File: src/rtl/rename_reg_file_param.sv
// Renaming register file: busy/valid/data per rename tag, lowest-free allocation,
// writeback, two read ports, commit release and flush. Optional macro RRF_WB_BYPASS_EN.
module rename_reg_file_param #(
    parameter int DATA_W = 32,
    parameter int DEPTH  = 16,
    parameter int TAG_W  = $clog2(DEPTH)
) (
    input  logic              clk_i,
    input  logic              rst_ni,
    input  logic              alloc_req_i,
    output logic              alloc_gnt_o,
    output logic [TAG_W-1:0]  alloc_tag_o,
    input  logic              wb_en_i,
    input  logic [TAG_W-1:0]  wb_tag_i,
    input  logic [DATA_W-1:0] wb_data_i,
    input  logic [TAG_W-1:0]  rd_tag1_i,
    input  logic [TAG_W-1:0]  rd_tag2_i,
    output logic [DATA_W-1:0] rd_data1_o,
    output logic [DATA_W-1:0] rd_data2_o,
    output logic              rd_valid1_o,
    output logic              rd_valid2_o,
    input  logic              rel_en_i,
    input  logic [TAG_W-1:0]  rel_tag_i,
    input  logic              flush_i,
    output logic [TAG_W:0]    free_count_o,
    output logic              full_o
);

    logic [DEPTH-1:0]  busy_q, busy_d;
    logic [DEPTH-1:0]  valid_q, valid_d;
    logic [DATA_W-1:0] data_q [DEPTH];
    logic [TAG_W:0]    free_cnt_q, free_cnt_d;

    logic              alloc_gnt_s;
    logic [TAG_W-1:0]  alloc_tag_s;
    logic              wb_hit_s;
    logic              rel_hit_s;

    assign wb_hit_s  = wb_en_i & busy_q[wb_tag_i];
    assign rel_hit_s = rel_en_i & busy_q[rel_tag_i];

    // Lowest free index: scan downward so the smallest non-busy index is kept.
    always_comb begin
        alloc_tag_s = '0;
        for (int i = DEPTH - 1; i >= 0; i--) begin
            alloc_tag_s = busy_q[i] ? alloc_tag_s : TAG_W'(i);
        end
    end

    // Grant is suppressed by flush and while reset is asserted.
    assign alloc_gnt_s  = alloc_req_i & ~full_o & ~flush_i & rst_ni;
    assign alloc_gnt_o  = alloc_gnt_s;
    assign alloc_tag_o  = alloc_tag_s;
    assign full_o       = (free_cnt_q == '0);
    assign free_count_o = free_cnt_q;

    // Next-state busy/valid: release is applied last so it wins over writeback.
    always_comb begin
        busy_d  = busy_q;
        valid_d = valid_q;
        if (flush_i) begin
            busy_d  = '0;
            valid_d = '0;
        end else begin
            if (alloc_gnt_s) begin
                busy_d[alloc_tag_s]  = 1'b1;
                valid_d[alloc_tag_s] = 1'b0;
            end else begin
                busy_d[alloc_tag_s]  = busy_d[alloc_tag_s];
            end
            if (wb_hit_s) begin
                valid_d[wb_tag_i] = 1'b1;
            end else begin
                valid_d[wb_tag_i] = valid_d[wb_tag_i];
            end
            if (rel_hit_s) begin
                busy_d[rel_tag_i]  = 1'b0;
                valid_d[rel_tag_i] = 1'b0;
            end else begin
                busy_d[rel_tag_i]  = busy_d[rel_tag_i];
            end
        end
    end

    // Free-count next state; grant and counted release never target the same entry.
    always_comb begin
        if (flush_i) begin
            free_cnt_d = (TAG_W+1)'(DEPTH);
        end else begin
            free_cnt_d = free_cnt_q + {{TAG_W{1'b0}}, rel_hit_s}
                                    - {{TAG_W{1'b0}}, alloc_gnt_s};
        end
    end

    // Status and count registers.
    always_ff @(posedge clk_i or negedge rst_ni) begin
        if (!rst_ni) begin
            busy_q     <= '0;
            valid_q    <= '0;
            free_cnt_q <= (TAG_W+1)'(DEPTH);
        end else begin
            busy_q     <= busy_d;
            valid_q    <= valid_d;
            free_cnt_q <= free_cnt_d;
        end
    end

    // Data storage; flush retains contents and blocks the writeback.
    always_ff @(posedge clk_i or negedge rst_ni) begin
        if (!rst_ni) begin
            for (int i = 0; i < DEPTH; i++) begin
                data_q[i] <= '0;
            end
        end else if (wb_hit_s && !flush_i) begin
            data_q[wb_tag_i] <= wb_data_i;
        end
    end

`ifdef RRF_WB_BYPASS_EN
    logic byp_ok_s;
    assign byp_ok_s = wb_hit_s & ~flush_i & rst_ni & ~(rel_en_i & (rel_tag_i == wb_tag_i));

    // Read ports with same-cycle writeback forwarding.
    always_comb begin
        if (byp_ok_s && (rd_tag1_i == wb_tag_i)) begin
            rd_data1_o  = wb_data_i;
            rd_valid1_o = 1'b1;
        end else begin
            rd_data1_o  = data_q[rd_tag1_i];
            rd_valid1_o = busy_q[rd_tag1_i] & valid_q[rd_tag1_i];
        end
        if (byp_ok_s && (rd_tag2_i == wb_tag_i)) begin
            rd_data2_o  = wb_data_i;
            rd_valid2_o = 1'b1;
        end else begin
            rd_data2_o  = data_q[rd_tag2_i];
            rd_valid2_o = busy_q[rd_tag2_i] & valid_q[rd_tag2_i];
        end
    end
`else
    // Read ports see registered state only.
    always_comb begin
        rd_data1_o  = data_q[rd_tag1_i];
        rd_valid1_o = busy_q[rd_tag1_i] & valid_q[rd_tag1_i];
        rd_data2_o  = data_q[rd_tag2_i];
        rd_valid2_o = busy_q[rd_tag2_i] & valid_q[rd_tag2_i];
    end
`endif

endmodule

File: config.mk
export PLATFORM = sky130hd
export DESIGN_NAME = rename_reg_file_param
export DESIGN_NICKNAME = d
export VERILOG_FILES = /design/src/rtl/rename_reg_file_param.sv
export SDC_FILE = /design/constraint.sdc
export NUM_CORES = 1
export LEC_CHECK = 0
export CORE_MARGIN = 10
export CORE_UTILIZATION = 60
export DETAILED_ROUTE_END_ITERATION = 16
export PLACE_DENSITY = 0.79
export SYNTH_ARGS = -nofsm -noshare
export SYNTH_HDL_FRONTEND = slang
export SYNTH_SLANG_ARGS = --single-unit
File: constraint.sdc
create_clock -name clk_i -period 4.6 [get_ports clk_i]
set_clock_uncertainty 0.2 [all_clocks]
set_input_delay 0.92 -clock clk_i [delete_from_list [all_inputs] [get_ports clk_i]]
set_output_delay 0.92 -clock clk_i [all_outputs]
set_load 0.005 [all_outputs]
==> impl_metrics.py <==
metrics = {
    "clock_tree": {
        "htree_num_levels": 2,
        "clkTransAtPathRegs_ns": 0.06,
        "cts_tree": "done",
        "cts_sink_count": 549,
        "worst_case_clock_buffer_depth": 3,
        "clock-root-buffer": "sky130_fd_sc_hd__clkbuf_16",
        "cts-hold-fix-buffers": 0,
        "numCtsBuffers": 58,
        "clkLatencyLatePin_ns": 0.62,
        "cts_post_setup_buffers_inserted": 0,
        "cts.repair.resized": 0,
    },
    "sta": {
        "max_slew.worst_pin.slew_ns": 1.08,
        "fin_crit_ns": 4.33,
        "timing.setup.tns_ns": 0,
        "final_hold_viol_count": 0,
        "min_period_over_period_pct": 94.1,
        "max_freq_mhz": 231,
        "setup_ws_ns": 0.273,
        "grt_setup_unrepaired": "false",
        "final_max_slew_viol_count": 0,
        "whs_ns": 0.309,
        "finalSetupViolCount": 0,
        "slew_headroom_pct": 27.3,
    },
    "global_routing": {
        "total_gr_overflow": 0,
        "grt_antenna_before_repair": 5,
        "grt_start_max_net_pins": 168,
        "global_route_wire_length_before_repair_mm": 127,
        "via_count_of_the_first_global_routing_pass": 20400,
        "grt_use_total_pct": 27.8,
    },
    "setup_path": {
        "critPathMostFrequentCell": "sky130_fd_sc_hd__mux4_2",
        "cpLargestDelayFamily": "buffers and inverters",
        "worstPathArrival_ns": 3.21,
        "cp.buffers_inverters": 3,
        "cp_cell_sequence": "buf_6 -> buf_4 -> mux4_2 -> mux4_2 -> clkdlybuf4s50_1",
        "crit_path_top_delay_cell": "sky130_fd_sc_hd__buf_6",
        "crit_path_end_kind": "output pin",
        "rrSetupSlack_ns": 1.01,
        "cp_slowest_stage_delay_ns": 0.58,
        "crit_required_ns": 3.48,
        "path_class": "primary input to output pin",
        "critical_path.startpoint_type": "primary input",
        "critPathMaxFanout": 66,
    },
    "placement": {
        "gp_congestion": 0.933,
        "io_buffer_count": 130,
        "place.detailed.hpwl_mm": 51.2,
        "placement.setup.worst_slack_ns": 0.175,
        "post_dp_cell_area_um2": 32700,
    },
    "die": {
        "ios": 131,
        "floorplan.die.height_um": 244,
        "initial_core_util_pct": 60.4,
        "die_x_um": 244,
        "core-area_um2": 50000,
        "num_rows": 82,
        "die_area_um2": 59700,
    },
    "logic_synthesis": {
        "leading_register_cell_type_out_of_synthesis": "sky130_fd_sc_hd__dfrtp_1",
        "synthesis.area_um2": 30200,
        "netlist-cell-type-count": 73,
        "synth-edff-count": 0,
        "netlist_instances": 1946,
        "mappedNetlistNets": 2007,
        "ys_seq_area_share_pct": 45.5,
        "synth_async_sr_flop_share_pct": 100,
        "avgSynthCellArea_um2": 15.5,
        "post_synthesis_register_bit_count": 549,
        "yosys_warnings": 0,
    },
    "power_and_ir_drop": {
        "totalPowerFinal_mw": 11.0,
        "power_density_nw_per_um2": 316,
        "ir_drop_mv": 0.331,
        "leakagePower_nw": 15.7,
    },
    "drt": {
        "ant_nets_after_route": 0,
        "drt_pass1_iterations": 6,
        "drt-initial-drc-count": 1667,
        "routed_wire_length_per_instance_um": 29.7,
        "vias": 19300,
        "route.detailed.drc": 0,
        "wirelength_mm": 82.3,
        "viasPerCell": 6.96,
    },
    "run": {
        "drv_cap": 0,
    },
    "outcome": {
        "outcome": "complete, no violations",
    },
    "min_path": {
        "worst_hold_class": "register to register",
    },
    "cells_and_area": {
        "fin_nets": 2110,
        "final.fill_count": 3312,
        "final_standard_cell_area_without_fillers_um2": 34600,
        "area.growth.synth_to_final_pct": 14.7,
        "post_route_cells_drive_above_1_share_pct": 50.1,
    },
}
==> state kept, by name, indices dropped and copies added, names as in the netlist <==
name,count
data_q,512
free_count_o,5
busy_q,16
valid_q,16
==> cells in the final DEF, fill, tap and decap left out, types with 8 or more instances in the layout <==
cell type,Yosys,routed
sky130_fd_sc_hd__nand2b_1,10,10
sky130_fd_sc_hd__a21oi_1,29,29
sky130_fd_sc_hd__nand2_2,11,14
sky130_fd_sc_hd__o21ai_0,13,13
sky130_fd_sc_hd__mux2_1,27,27
sky130_fd_sc_hd__nand4_1,8,8
sky130_fd_sc_hd__a311oi_1,13,13
sky130_fd_sc_hd__clkinv_2,0,12
sky130_fd_sc_hd__buf_4,32,65
sky130_fd_sc_hd__buf_12,0,39
sky130_fd_sc_hd__clkbuf_1,92,17
sky130_fd_sc_hd__nand2_1,40,37
sky130_fd_sc_hd__a21o_1,11,11
sky130_fd_sc_hd__dfrtp_1,548,548
sky130_fd_sc_hd__clkbuf_8,0,11
sky130_fd_sc_hd__nor3_1,19,19
sky130_fd_sc_hd__inv_1,22,22
sky130_fd_sc_hd__nor2_1,50,50
sky130_fd_sc_hd__clkbuf_16,0,58
sky130_fd_sc_hd__mux4_2,332,332
sky130_fd_sc_hd__clkdlybuf4s50_1,0,121
sky130_fd_sc_hd__a31oi_1,26,26
sky130_fd_sc_hd__mux2_2,458,458
sky130_fd_sc_hd__nor4_1,8,8
sky130_fd_sc_hd__mux2_4,30,30
==> final cells by class <==
cell class / count / area, um^2 / area share (%)
antenna: 3 / 7.51 / 0.0217
clock buffer: 86 / 1670 / 4.81
clock inverter: 20 / 233 / 0.672
inverter: 23 / 86.3 / 0.249
multi-input combinational: 1185 / 15500 / 44.8
sequential: 549 / 13700 / 39.7
tap: 672 / 841 / 2.43
timing repair buffer: 232 / 2560 / 7.38
==> Yosys cell counts, drive strengths merged (6+ instances only) <==
master | n | share of area (%)
ha | 6 | 0.25
a31oi | 26 | 0.54
and2 | 6 | 0.12
a311oi | 13 | 0.38
nand2 | 51 | 0.73
buf | 96 | 1.8
a21o | 11 | 0.27
mux4 | 332 | 25
a211oi | 6 | 0.17
o21ai | 13 | 0.22
inv | 23 | 0.29
nor3 | 21 | 0.38
a21oi | 29 | 0.48
nand2b | 10 | 0.21
clkbuf | 93 | 1.2
nand4 | 8 | 0.17
nor2 | 51 | 0.64
dfrtp | 548 | 45
nor2b | 6 | 0.12
mux2 | 515 | 20
nor4 | 10 | 0.25
==> final timing paths <==
path | startpoint | end | cells after the start
min reg2reg | data_q[430] | data_q[430] | 1
max | rd_tag1_i[1] | rd_data1_o[20] | 5
max reg2reg | busy_q[7] | busy_q[13] | 9
min in group asynchronous | rst_ni | data_q[370] | 2
max in group asynchronous | rst_ni | data_q[239] | 3
min | data_q[430] | data_q[430] | 1
==> where the power goes <==
group	internal [mW]	total, mW	switching (mW)
logic	0.564	1.16	0.591
clock network	2.73	4.70	1.97
registers	4.98	5.10	0.125
total	8.27	11.0	2.69
==> layer usage <==
metal	part of all wire, %	track usage (%)
met3	8.0	5.41
met4	3.2	9.50
met2	49	44.6
met5	0.040	0
met1	40	37.7
==> kinds of logic after synthesis <==
family,after synthesis,synth area share (%)
AOI/OAI and AO/OA,139,3.25
xor gates and xnor gates,4,0.116
DFF,549,45.5
and+or+nand+nor,187,3.21
buffers and inverters,212,3.22
adders and majority gates,7,0.315
muxes,848,44.4
==> per-stage QoR <==
step                      util (%)  instances
after global routing          69.3       2770
after CTS                     69.3       2767
final                         69.3       2770
after detailed placement      65.5       2661
after floorplan                  -       1946
after global placement        65.5       2661
Note: power is estimated with default switching activity, not from simulation.
